`src/rtl/uart_pkg.sv`:
```
// uart_pkg: definitions shared by the UART MMIO peripheral and its RX FIFO.
// Contents: register offsets inside the 16-byte window, STATUS bit positions,
// TX/RX FSM state encodings, and a helper that assembles the STATUS word.
package uart_pkg;

    // Register offsets, compared against ADDR[3:0]
    localparam logic [3:0] OFF_TXDATA = 4'h0;
    localparam logic [3:0] OFF_RXDATA = 4'h4;
    localparam logic [3:0] OFF_STATUS = 4'h8;

    // STATUS bit positions
    localparam int STAT_TX_BUSY   = 0;
    localparam int STAT_RX_EMPTY  = 1;
    localparam int STAT_RX_FULL   = 2;
    localparam int STAT_OVERRUN   = 3;
    localparam int STAT_FRAME_ERR = 4;

    typedef enum logic [1:0] {
        TX_IDLE  = 2'd0,
        TX_START = 2'd1,
        TX_DATA  = 2'd2,
        TX_STOP  = 2'd3
    } tx_state_t;

    typedef enum logic [1:0] {
        RX_IDLE  = 2'd0,
        RX_START = 2'd1,
        RX_DATA  = 2'd2,
        RX_STOP  = 2'd3
    } rx_state_t;

    // Assemble the STATUS word; unused bits read as zero
    function automatic logic [31:0] status_word(
        input logic tx_busy,
        input logic rx_empty,
        input logic rx_full,
        input logic overrun,
        input logic frame_err
    );
        logic [31:0] w;
        w                 = 32'h0000_0000;
        w[STAT_TX_BUSY]   = tx_busy;
        w[STAT_RX_EMPTY]  = rx_empty;
        w[STAT_RX_FULL]   = rx_full;
        w[STAT_OVERRUN]   = overrun;
        w[STAT_FRAME_ERR] = frame_err;
        return w;
    endfunction

endpackage

```
`src/rtl/uart_rx_fifo.sv`:
```
// uart_rx_fifo: byte FIFO for received UART data with a sticky overrun flag.
// Ports:
//   clk, reset      - system clock, asynchronous active-high reset
//   push, push_data - write a received byte
//   pop             - remove the head entry (ignored when empty)
//   clr_overrun     - clear the sticky overrun flag (a same-cycle drop wins)
//   head            - current head entry (undefined content when empty)
//   full, empty     - occupancy flags
//   overrun         - sticky: a push was dropped because the FIFO was full
module uart_rx_fifo
    import uart_pkg::*;
#(
    parameter int DEPTH = 16
) (
    input  logic       clk,
    input  logic       reset,
    input  logic       push,
    input  logic [7:0] push_data,
    input  logic       pop,
    input  logic       clr_overrun,
    output logic [7:0] head,
    output logic       full,
    output logic       empty,
    output logic       overrun
);

    localparam int AW = $clog2(DEPTH);
    localparam logic [AW:0] FULL_COUNT = (AW + 1)'(DEPTH);

    logic [7:0]    mem_r [DEPTH];
    logic [AW-1:0] wr_ptr_r;
    logic [AW-1:0] rd_ptr_r;
    logic [AW:0]   count_r;
    logic          overrun_r;
    logic          do_pop_s;
    logic          do_push_s;
    logic          drop_s;

    assign empty = (count_r == {(AW + 1){1'b0}});
    assign full  = (count_r == FULL_COUNT);
    assign head  = mem_r[rd_ptr_r];
    assign overrun = overrun_r;

    // A pop frees a slot in the same cycle, so push-while-full is legal with a pop
    assign do_pop_s  = pop & ~empty;
    assign do_push_s = push & (~full | do_pop_s);
    assign drop_s    = push & full & ~do_pop_s;

    // Storage array write port
    always_ff @(posedge clk) begin
        if (do_push_s) begin
            mem_r[wr_ptr_r] <= push_data;
        end
    end

    // Pointers and occupancy; pointers wrap naturally at the power-of-two depth
    always_ff @(posedge clk or posedge reset) begin
        if (reset) begin
            wr_ptr_r <= {AW{1'b0}};
            rd_ptr_r <= {AW{1'b0}};
            count_r  <= {(AW + 1){1'b0}};
        end else begin
            if (do_push_s) begin
                wr_ptr_r <= wr_ptr_r + AW'(1'b1);
            end
            if (do_pop_s) begin
                rd_ptr_r <= rd_ptr_r + AW'(1'b1);
            end
            case ({do_push_s, do_pop_s})
                2'b10:   count_r <= count_r + (AW + 1)'(1'b1);
                2'b01:   count_r <= count_r - (AW + 1)'(1'b1);
                default: count_r <= count_r;
            endcase
        end
    end

    // Sticky overrun flag; a drop in the same cycle beats the clear
    always_ff @(posedge clk or posedge reset) begin
        if (reset) begin
            overrun_r <= 1'b0;
        end else if (drop_s) begin
            overrun_r <= 1'b1;
        end else if (clr_overrun) begin
            overrun_r <= 1'b0;
        end
    end

endmodule

```
`src/rtl/uart_mmio.sv`:
```
// uart_mmio: memory-mapped 8N1 UART with TX holding register and RX FIFO.
// Ports:
//   clk, reset - system clock, asynchronous active-high reset
//   WE         - store strobe (any nonzero value stores WD[7:0])
//   RE         - load strobe; a load of RXDATA pops the RX FIFO
//   ADDR, WD   - byte address and store data
//   RD         - combinational read data (0 outside the window)
//   sel        - combinational window hit, ADDR[31:4] == BASE_ADDR[31:4]
//   tx         - serial output, idle high
//   rx         - serial input, asynchronous to clk
module uart_mmio
    import uart_pkg::*;
#(
    parameter int          CLKS_PER_BIT = 10416,
    parameter logic [31:0] BASE_ADDR    = 32'h0000_0400,
    parameter int          RX_DEPTH     = 16
) (
    input  logic        clk,
    input  logic        reset,
    input  logic [1:0]  WE,
    input  logic        RE,
    input  logic [31:0] ADDR,
    input  logic [31:0] WD,
    output logic [31:0] RD,
    output logic        sel,
    output logic        tx,
    input  logic        rx
);

    localparam int CNT_W = $clog2(CLKS_PER_BIT + 1);
    localparam int HALF  = (CLKS_PER_BIT / 2 > 0) ? CLKS_PER_BIT / 2 : 1;
    localparam logic [CNT_W-1:0] CNT_ZERO  = {CNT_W{1'b0}};
    localparam logic [CNT_W-1:0] CNT_ONE   = CNT_W'(1'b1);
    localparam logic [CNT_W-1:0] BIT_LAST  = CNT_W'(CLKS_PER_BIT - 1);
    localparam logic [CNT_W-1:0] HALF_LAST = CNT_W'(HALF - 1);

    // ---------------- register decode ----------------
    logic [3:0] offset_s;
    logic       store_s;
    logic       tx_store_s;
    logic       status_store_s;
    logic       pop_s;
    logic       wd_unused_s;

    assign offset_s       = ADDR[3:0];
    assign sel            = (ADDR[31:4] == BASE_ADDR[31:4]);
    assign store_s        = sel & (WE != 2'b00);
    assign tx_store_s     = store_s & (offset_s == OFF_TXDATA);
    assign status_store_s = store_s & (offset_s == OFF_STATUS);
    assign pop_s          = RE & sel & (offset_s == OFF_RXDATA);
    assign wd_unused_s    = ^WD[31:8];

    // ---------------- transmitter ----------------
    tx_state_t        tx_state_r, tx_state_next_s;
    logic [CNT_W-1:0] tx_cnt_r, tx_cnt_next_s;
    logic [2:0]       tx_bit_r, tx_bit_next_s;
    logic [7:0]       tx_data_r, tx_data_next_s;
    logic             tx_r, tx_next_s;
    logic             tx_busy_s;

    assign tx_busy_s = (tx_state_r != TX_IDLE);
    assign tx        = tx_r;

    // TX state register; tx is registered so it lines up with the state
    always_ff @(posedge clk or posedge reset) begin
        if (reset) begin
            tx_state_r <= TX_IDLE;
            tx_cnt_r   <= CNT_ZERO;
            tx_bit_r   <= 3'd0;
            tx_data_r  <= 8'h00;
            tx_r       <= 1'b1;
        end else begin
            tx_state_r <= tx_state_next_s;
            tx_cnt_r   <= tx_cnt_next_s;
            tx_bit_r   <= tx_bit_next_s;
            tx_data_r  <= tx_data_next_s;
            tx_r       <= tx_next_s;
        end
    end

    // TX next-state: stores are only accepted in IDLE, so busy stores vanish
    always_comb begin
        tx_state_next_s = tx_state_r;
        tx_cnt_next_s   = tx_cnt_r;
        tx_bit_next_s   = tx_bit_r;
        tx_data_next_s  = tx_data_r;
        case (tx_state_r)
            TX_IDLE: begin
                if (tx_store_s) begin
                    tx_state_next_s = TX_START;
                    tx_cnt_next_s   = CNT_ZERO;
                    tx_bit_next_s   = 3'd0;
                    tx_data_next_s  = WD[7:0];
                end else begin
                    tx_state_next_s = TX_IDLE;
                end
            end
            TX_START: begin
                if (tx_cnt_r == BIT_LAST) begin
                    tx_state_next_s = TX_DATA;
                    tx_cnt_next_s   = CNT_ZERO;
                    tx_bit_next_s   = 3'd0;
                end else begin
                    tx_cnt_next_s = tx_cnt_r + CNT_ONE;
                end
            end
            TX_DATA: begin
                if (tx_cnt_r == BIT_LAST) begin
                    tx_cnt_next_s = CNT_ZERO;
                    if (tx_bit_r == 3'd7) begin
                        tx_state_next_s = TX_STOP;
                    end else begin
                        tx_bit_next_s = tx_bit_r + 3'd1;
                    end
                end else begin
                    tx_cnt_next_s = tx_cnt_r + CNT_ONE;
                end
            end
            TX_STOP: begin
                if (tx_cnt_r == BIT_LAST) begin
                    tx_state_next_s = TX_IDLE;
                    tx_cnt_next_s   = CNT_ZERO;
                end else begin
                    tx_cnt_next_s = tx_cnt_r + CNT_ONE;
                end
            end
            default: begin
                tx_state_next_s = TX_IDLE;
                tx_cnt_next_s   = CNT_ZERO;
                tx_bit_next_s   = 3'd0;
            end
        endcase
    end

    // TX output: line level for the state being entered
    always_comb begin
        tx_next_s = 1'b1;
        case (tx_state_next_s)
            TX_IDLE:  tx_next_s = 1'b1;
            TX_START: tx_next_s = 1'b0;
            TX_DATA:  tx_next_s = tx_data_next_s[tx_bit_next_s];
            TX_STOP:  tx_next_s = 1'b1;
            default:  tx_next_s = 1'b1;
        endcase
    end

    // ---------------- receiver ----------------
    logic             rx_meta_r, rx_sync_r;
    rx_state_t        rx_state_r, rx_state_next_s;
    logic [CNT_W-1:0] rx_cnt_r, rx_cnt_next_s;
    logic [2:0]       rx_bit_r, rx_bit_next_s;
    logic [7:0]       rx_shift_r, rx_shift_next_s;
    logic             rx_push_s;
    logic             rx_ferr_s;
    logic             frame_err_r;

    // Two-flop synchronizer for the asynchronous serial input
    always_ff @(posedge clk or posedge reset) begin
        if (reset) begin
            rx_meta_r <= 1'b1;
            rx_sync_r <= 1'b1;
        end else begin
            rx_meta_r <= rx;
            rx_sync_r <= rx_meta_r;
        end
    end

    // RX state register
    always_ff @(posedge clk or posedge reset) begin
        if (reset) begin
            rx_state_r <= RX_IDLE;
            rx_cnt_r   <= CNT_ZERO;
            rx_bit_r   <= 3'd0;
            rx_shift_r <= 8'h00;
        end else begin
            rx_state_r <= rx_state_next_s;
            rx_cnt_r   <= rx_cnt_next_s;
            rx_bit_r   <= rx_bit_next_s;
            rx_shift_r <= rx_shift_next_s;
        end
    end

    // RX next-state: half-bit check in START puts later samples mid-bit
    always_comb begin
        rx_state_next_s = rx_state_r;
        rx_cnt_next_s   = rx_cnt_r;
        rx_bit_next_s   = rx_bit_r;
        rx_shift_next_s = rx_shift_r;
        case (rx_state_r)
            RX_IDLE: begin
                if (!rx_sync_r) begin
                    rx_state_next_s = RX_START;
                    rx_cnt_next_s   = CNT_ZERO;
                end else begin
                    rx_state_next_s = RX_IDLE;
                end
            end
            RX_START: begin
                if (rx_cnt_r == HALF_LAST) begin
                    rx_cnt_next_s = CNT_ZERO;
                    rx_bit_next_s = 3'd0;
                    if (!rx_sync_r) begin
                        rx_state_next_s = RX_DATA;
                    end else begin
                        rx_state_next_s = RX_IDLE;
                    end
                end else begin
                    rx_cnt_next_s = rx_cnt_r + CNT_ONE;
                end
            end
            RX_DATA: begin
                if (rx_cnt_r == BIT_LAST) begin
                    rx_cnt_next_s   = CNT_ZERO;
                    rx_shift_next_s = {rx_sync_r, rx_shift_r[7:1]};
                    if (rx_bit_r == 3'd7) begin
                        rx_state_next_s = RX_STOP;
                    end else begin
                        rx_bit_next_s = rx_bit_r + 3'd1;
                    end
                end else begin
                    rx_cnt_next_s = rx_cnt_r + CNT_ONE;
                end
            end
            RX_STOP: begin
                if (rx_cnt_r == BIT_LAST) begin
                    rx_state_next_s = RX_IDLE;
                    rx_cnt_next_s   = CNT_ZERO;
                end else begin
                    rx_cnt_next_s = rx_cnt_r + CNT_ONE;
                end
            end
            default: begin
                rx_state_next_s = RX_IDLE;
                rx_cnt_next_s   = CNT_ZERO;
                rx_bit_next_s   = 3'd0;
            end
        endcase
    end

    // RX outputs: the stop-bit sample either delivers the byte or flags a framing error
    always_comb begin
        rx_push_s = 1'b0;
        rx_ferr_s = 1'b0;
        case (rx_state_r)
            RX_STOP: begin
                if (rx_cnt_r == BIT_LAST) begin
                    rx_push_s = rx_sync_r;
                    rx_ferr_s = ~rx_sync_r;
                end else begin
                    rx_push_s = 1'b0;
                    rx_ferr_s = 1'b0;
                end
            end
            default: begin
                rx_push_s = 1'b0;
                rx_ferr_s = 1'b0;
            end
        endcase
    end

    // Sticky framing-error flag; a new error beats a same-cycle clear
    always_ff @(posedge clk or posedge reset) begin
        if (reset) begin
            frame_err_r <= 1'b0;
        end else if (rx_ferr_s) begin
            frame_err_r <= 1'b1;
        end else if (status_store_s && WD[STAT_FRAME_ERR]) begin
            frame_err_r <= 1'b0;
        end
    end

    // ---------------- RX FIFO ----------------
    logic [7:0] fifo_head_s;
    logic       fifo_full_s;
    logic       fifo_empty_s;
    logic       fifo_overrun_s;

    uart_rx_fifo #(
        .DEPTH (RX_DEPTH)
    ) u_rx_fifo (
        .clk         (clk),
        .reset       (reset),
        .push        (rx_push_s),
        .push_data   (rx_shift_r),
        .pop         (pop_s),
        .clr_overrun (status_store_s & WD[STAT_OVERRUN]),
        .head        (fifo_head_s),
        .full        (fifo_full_s),
        .empty       (fifo_empty_s),
        .overrun     (fifo_overrun_s)
    );

    // ---------------- read mux ----------------
    // Read data mux; empty RXDATA reads zero rather than stale storage
    always_comb begin
        RD = 32'h0000_0000;
        if (sel) begin
            case (offset_s)
                OFF_RXDATA: begin
                    if (fifo_empty_s) begin
                        RD = 32'h0000_0000;
                    end else begin
                        RD = {24'h00_0000, fifo_head_s};
                    end
                end
                OFF_STATUS: RD = status_word(tx_busy_s, fifo_empty_s, fifo_full_s,
                                             fifo_overrun_s, frame_err_r);
                default:    RD = 32'h0000_0000;
            endcase
        end else begin
            RD = 32'h0000_0000;
        end
    end

endmodule

```
`config.mk`:
```
export PLATFORM = sky130hd
export DESIGN_NAME = uart_mmio
export DESIGN_NICKNAME = d
export VERILOG_FILES = /design/src/rtl/uart_pkg.sv /design/src/rtl/uart_rx_fifo.sv /design/src/rtl/uart_mmio.sv
export SDC_FILE = /design/constraint.sdc
export NUM_CORES = 1
export LEC_CHECK = 0
export CAP_MARGIN = 10
export CORE_MARGIN = 4
export CORE_UTILIZATION = 40
export CTS_CLUSTER_SIZE = 12
export DETAILED_ROUTE_END_ITERATION = 6
export SLEW_MARGIN = 15
export SYNTH_ARGS = -nofsm -noshare
export SYNTH_HDL_FRONTEND = slang
export SYNTH_HIERARCHICAL = 1
export SYNTH_SLANG_ARGS = --single-unit
```
`constraint.sdc`:
```
create_clock -name clk -period 4.28 [get_ports clk]
set_input_delay 0.856 -clock clk [delete_from_list [all_inputs] [get_ports clk]]
set_output_delay 0.856 -clock clk [all_outputs]
set_load 0.01 [all_outputs]
```
==> results.txt <==
- Pre-CTS setup slack: 0.0149 ns
- For this run, design rule violations remaining after detail routing come to 0.
* Overall global routing resource usage: 14.7%
- Outcome: completed
- Worst slew margin: 29.3%
- The biggest area contributor in the post-synthesis netlist is sky130_fd_sc_hd__edfxtp_1.
- FF-to-FF Start: rx_cnt_r[8]$_DFFE_PP0P_
* RD Place Congestion: 0.839
- Leakage power of the design: 0.00442 uW
- The initial utilization of the core area, before any placement, comes to 40.5%.
- The hold violation total from the final report is 0.
* Highest ir drop seen on vdd: 0.000275 V
* Number of synthesis warnings: 6
* Clock tree buffer depth: 2
* Most used flip-flop cell after synthesis: sky130_fd_sc_hd__edfxtp_1
- The tightest min-delay check is of the reg2reg type.
- First-pass GRT wire length: 30.4 mm
- The critical path starts at ADDR[13].
* Remaining global-route overflow: 0
- Sequential cells were found to cover 59.7% of the synthesized design area.
- The count of buffers added on input and output ports is 55.
- Vertical die dimension: 162 um
* Post-CTS repair timing setup buffer count: 0
- After detailed routing, the total wire length is 19.1 mm.
- In this run, post-CTS hold repair placed 0 buffers.
* Most frequently used cell type in the post-synthesis netlist: sky130_fd_sc_hd__edfxtp_1
* Transition time at the pin with the least slew margin: 1.06 ns
- Max-Cap Viols: 0
- Die width: 162 um
* Via count: 5667
- The number of global-route vias before repair was 5703.
* Quantity of gates resized following cts: 0
- The tree built by TritonCTS fans out to 200 sinks.
- The average instance in the mapped netlist occupies 14.4 sq um.
- In this run the core area contains 56 standard-cell rows.
- The critical path ends at RD[6].
- After synthesis, the share of flip-flops with an asynchronous set or reset is 36.0%.
- Placeable core area: 23300 sq um
* Post-Syn Instances: 658
- Number of antenna violations at the first check in global routing: 0
* Power per standard cell area: 336 nW/um^2
* Ratio of routed vias to standard cells: 5.35
- In this run the critical register-to-register path is captured at u_rx_fifo/count_r[4]$_DFFE_PP0P_.
- In the final design database the tool counted 814 nets.
- Clock root buffer: sky130_fd_sc_hd__clkbuf_16
- WL per Instance: 18.0 um
* Number of nets with antenna violations after routing: 0
- Setup violations remaining at the end of the flow were counted as 0.
- Diode insertion count for antenna repair: 0
* Count of final max-slew check failures: 0
- Finished Core Util: 46.8%
- CTS buffer count: 17
- STA classifies the critical path endpoint as a primary output.
- In the final layout, the share of cells above drive strength 1 is 13.8%.
* Most used standard cells in the synthesized netlist: sky130_fd_sc_hd__edfxtp_1 (128), sky130_fd_sc_hd__dfrtp_1 (69), sky130_fd_sc_hd__nand2_1 (41)
- Period Utilization, post-route: 93.6%
- Insertion delay of the later-clocked pin in the worst-skew pair: 0.43 ns
- In this run the count of I/O pins placed on the die edge is 104.
- Fin Setup TNS: 0 ns
- Relative to the synthesized area, the layout overhead comes to 15.4%.
- Largest clock skew in the final design: 0.0123 ns
- Largest cells by area after synthesis: sky130_fd_sc_hd__edfxtp_1 (41%), sky130_fd_sc_hd__dfrtp_1 (18%), sky130_fd_sc_hd__mux4_1 (8.3%)
- Total die area: 26200 sq um
* TritonRoute pass-1 iters: 5
* Post-CTS clock slew at the launch and capture registers of the worst setup and hold paths: 0.07 ns
- Register-to-register path setup slack: 0.81 ns
- Number of enable flip-flop cells after synthesis: 128
- Counting cells, the worst reg-to-reg path comes to 13.
* Required time of the critical path: 3.42 ns
- Number of register bits inferred by synthesis: 200
- Maximum number of pins on one net before global-route repair: 39
- Timing would allow up to 0.250 GHz.
- Detailed-placement wirelength estimate: 13.2 mm
- The H-tree was split into 4 levels.
* Worst-path maximum fanout: 7
* Clock tree from TritonCTS: yes
- The cell area that synthesis handed to floorplanning was 9460 sq um.
- Drt initial violations: 460
* Count of non-filler cells in the finished layout: 1060
* Portion of synthesized cell area occupied by the leading cell type: 40.6%
- Synth cell types: 77
- PnR worst setup slack: 0.273 ns
* Shortest clock period the worst path allows after layout: 4.01 ns
- Setup repair after global routing missed its margin: false
* Number of placed instances with taps included: 1028
- STA classifies the critical path startpoint as an input port.
- Type of the worst setup path: in2out
- WP data arrival: 3.15 ns
==> flip-flops by register name, indices dropped and copies added (netlist names), named ones only <==
name,cells
frame_err_r,1
rx_bit_r,3
rx_cnt_r,14
rx_meta_r,1
rx_shift_r,8
rx_state_r,1
rx_sync_r,1
tx,1
tx_bit_r,3
tx_cnt_r,14
tx_data_r,8
tx_state_r,2
u_rx_fifo/count_r,5
u_rx_fifo/mem_r,128
u_rx_fifo/overrun,1
u_rx_fifo/rd_ptr_r,4
u_rx_fifo/wr_ptr_r,4
==> layout by cell type, fill, tap and decap left out, drive strengths merged, types with 17 or more instances in the layout <==
cell type      count
mux4              40
nand2             41
mux2              17
o21ai             53
inv               28
nor2              28
clkbuf            18
buf               21
clkdlybuf4s50     55
edfxtp           128
nand3             19
dfrtp             69
conb              24
==> through the flow <==
step           power (uW)  cell area [sq um]  hold slack (ns)
2_1_floorplan        2120               9540            0.345
3_3_place_gp         2150              10300            0.352
3_5_place_dp         2160              10300            0.349
4_1_cts              3710              10900            0.354
5_1_grt              3810              10900            0.356
6_report             3670              10900            0.356
==> how the worst min path moves through the flow <==
stage,start,endpoint,slack (ns),cells past startpoint
finish,rx_meta_r$_DFF_PP1_,rx_sync_r$_DFF_PP1_,0.36,0
global route,rx_meta_r$_DFF_PP1_,rx_sync_r$_DFF_PP1_,0.36,0
CTS,rx_meta_r$_DFF_PP1_,rx_sync_r$_DFF_PP1_,0.35,0
global placement,rx_meta_r$_DFF_PP1_,rx_sync_r$_DFF_PP1_,0.35,0
floorplan,rx_meta_r$_DFF_PP1_,rx_sync_r$_DFF_PP1_,0.35,0
detailed placement,rx_meta_r$_DFF_PP1_,rx_sync_r$_DFF_PP1_,0.35,0
==> cell type report <==
type | count | area [sq um]
Timing Repair Buffer | 76 | 721
Tap cell | 319 | 399
Sequential cell | 200 | 5650
Multi-Input combinational cell | 413 | 3490
Clock inverter | 14 | 150
Fill cell | 2015 | 12400
Clock buffer | 18 | 429
Inverter | 20 | 75.1
==> worst max-delay path, stage by stage <==
cell and delay (ns):
sky130_fd_sc_hd__clkdlybuf4s50_1 0.41, sky130_fd_sc_hd__nor4_1 0.34, sky130_fd_sc_hd__nand4_1 0.17, sky130_fd_sc_hd__or2_2 0.39
sky130_fd_sc_hd__inv_1 0.19, sky130_fd_sc_hd__and3_1 0.23, sky130_fd_sc_hd__clkdlybuf4s50_1 0.55
==> cells by family after synthesis <==
group,share of synthesized area (%)
flip-flops,59.7
AND/OR/NAND/NOR,12.1
AO/OA/AOI/OAI,6.97
buffers and inverters,4.31
multiplexers,13.4
adder cells (fa/ha/maj),2.20
XOR/XNOR,1.30
other,0.0396
==> power breakdown <==
group | leakage (uW) | internal (uW) | switching, uW
logic | 0.00178 | 39.2 | 35.3
registers | 0.00237 | 2040 | 0.957
clock network | 0.000282 | 785 | 772
==> layer usage <==
metal,GRT usage [%],wire (um)
met5,0,0
met4,4.11,306
met3,3.12,956
met2,23.9,9010
met1,20.1,8860
No activity file was read; power rests on OpenSTA's default activity.
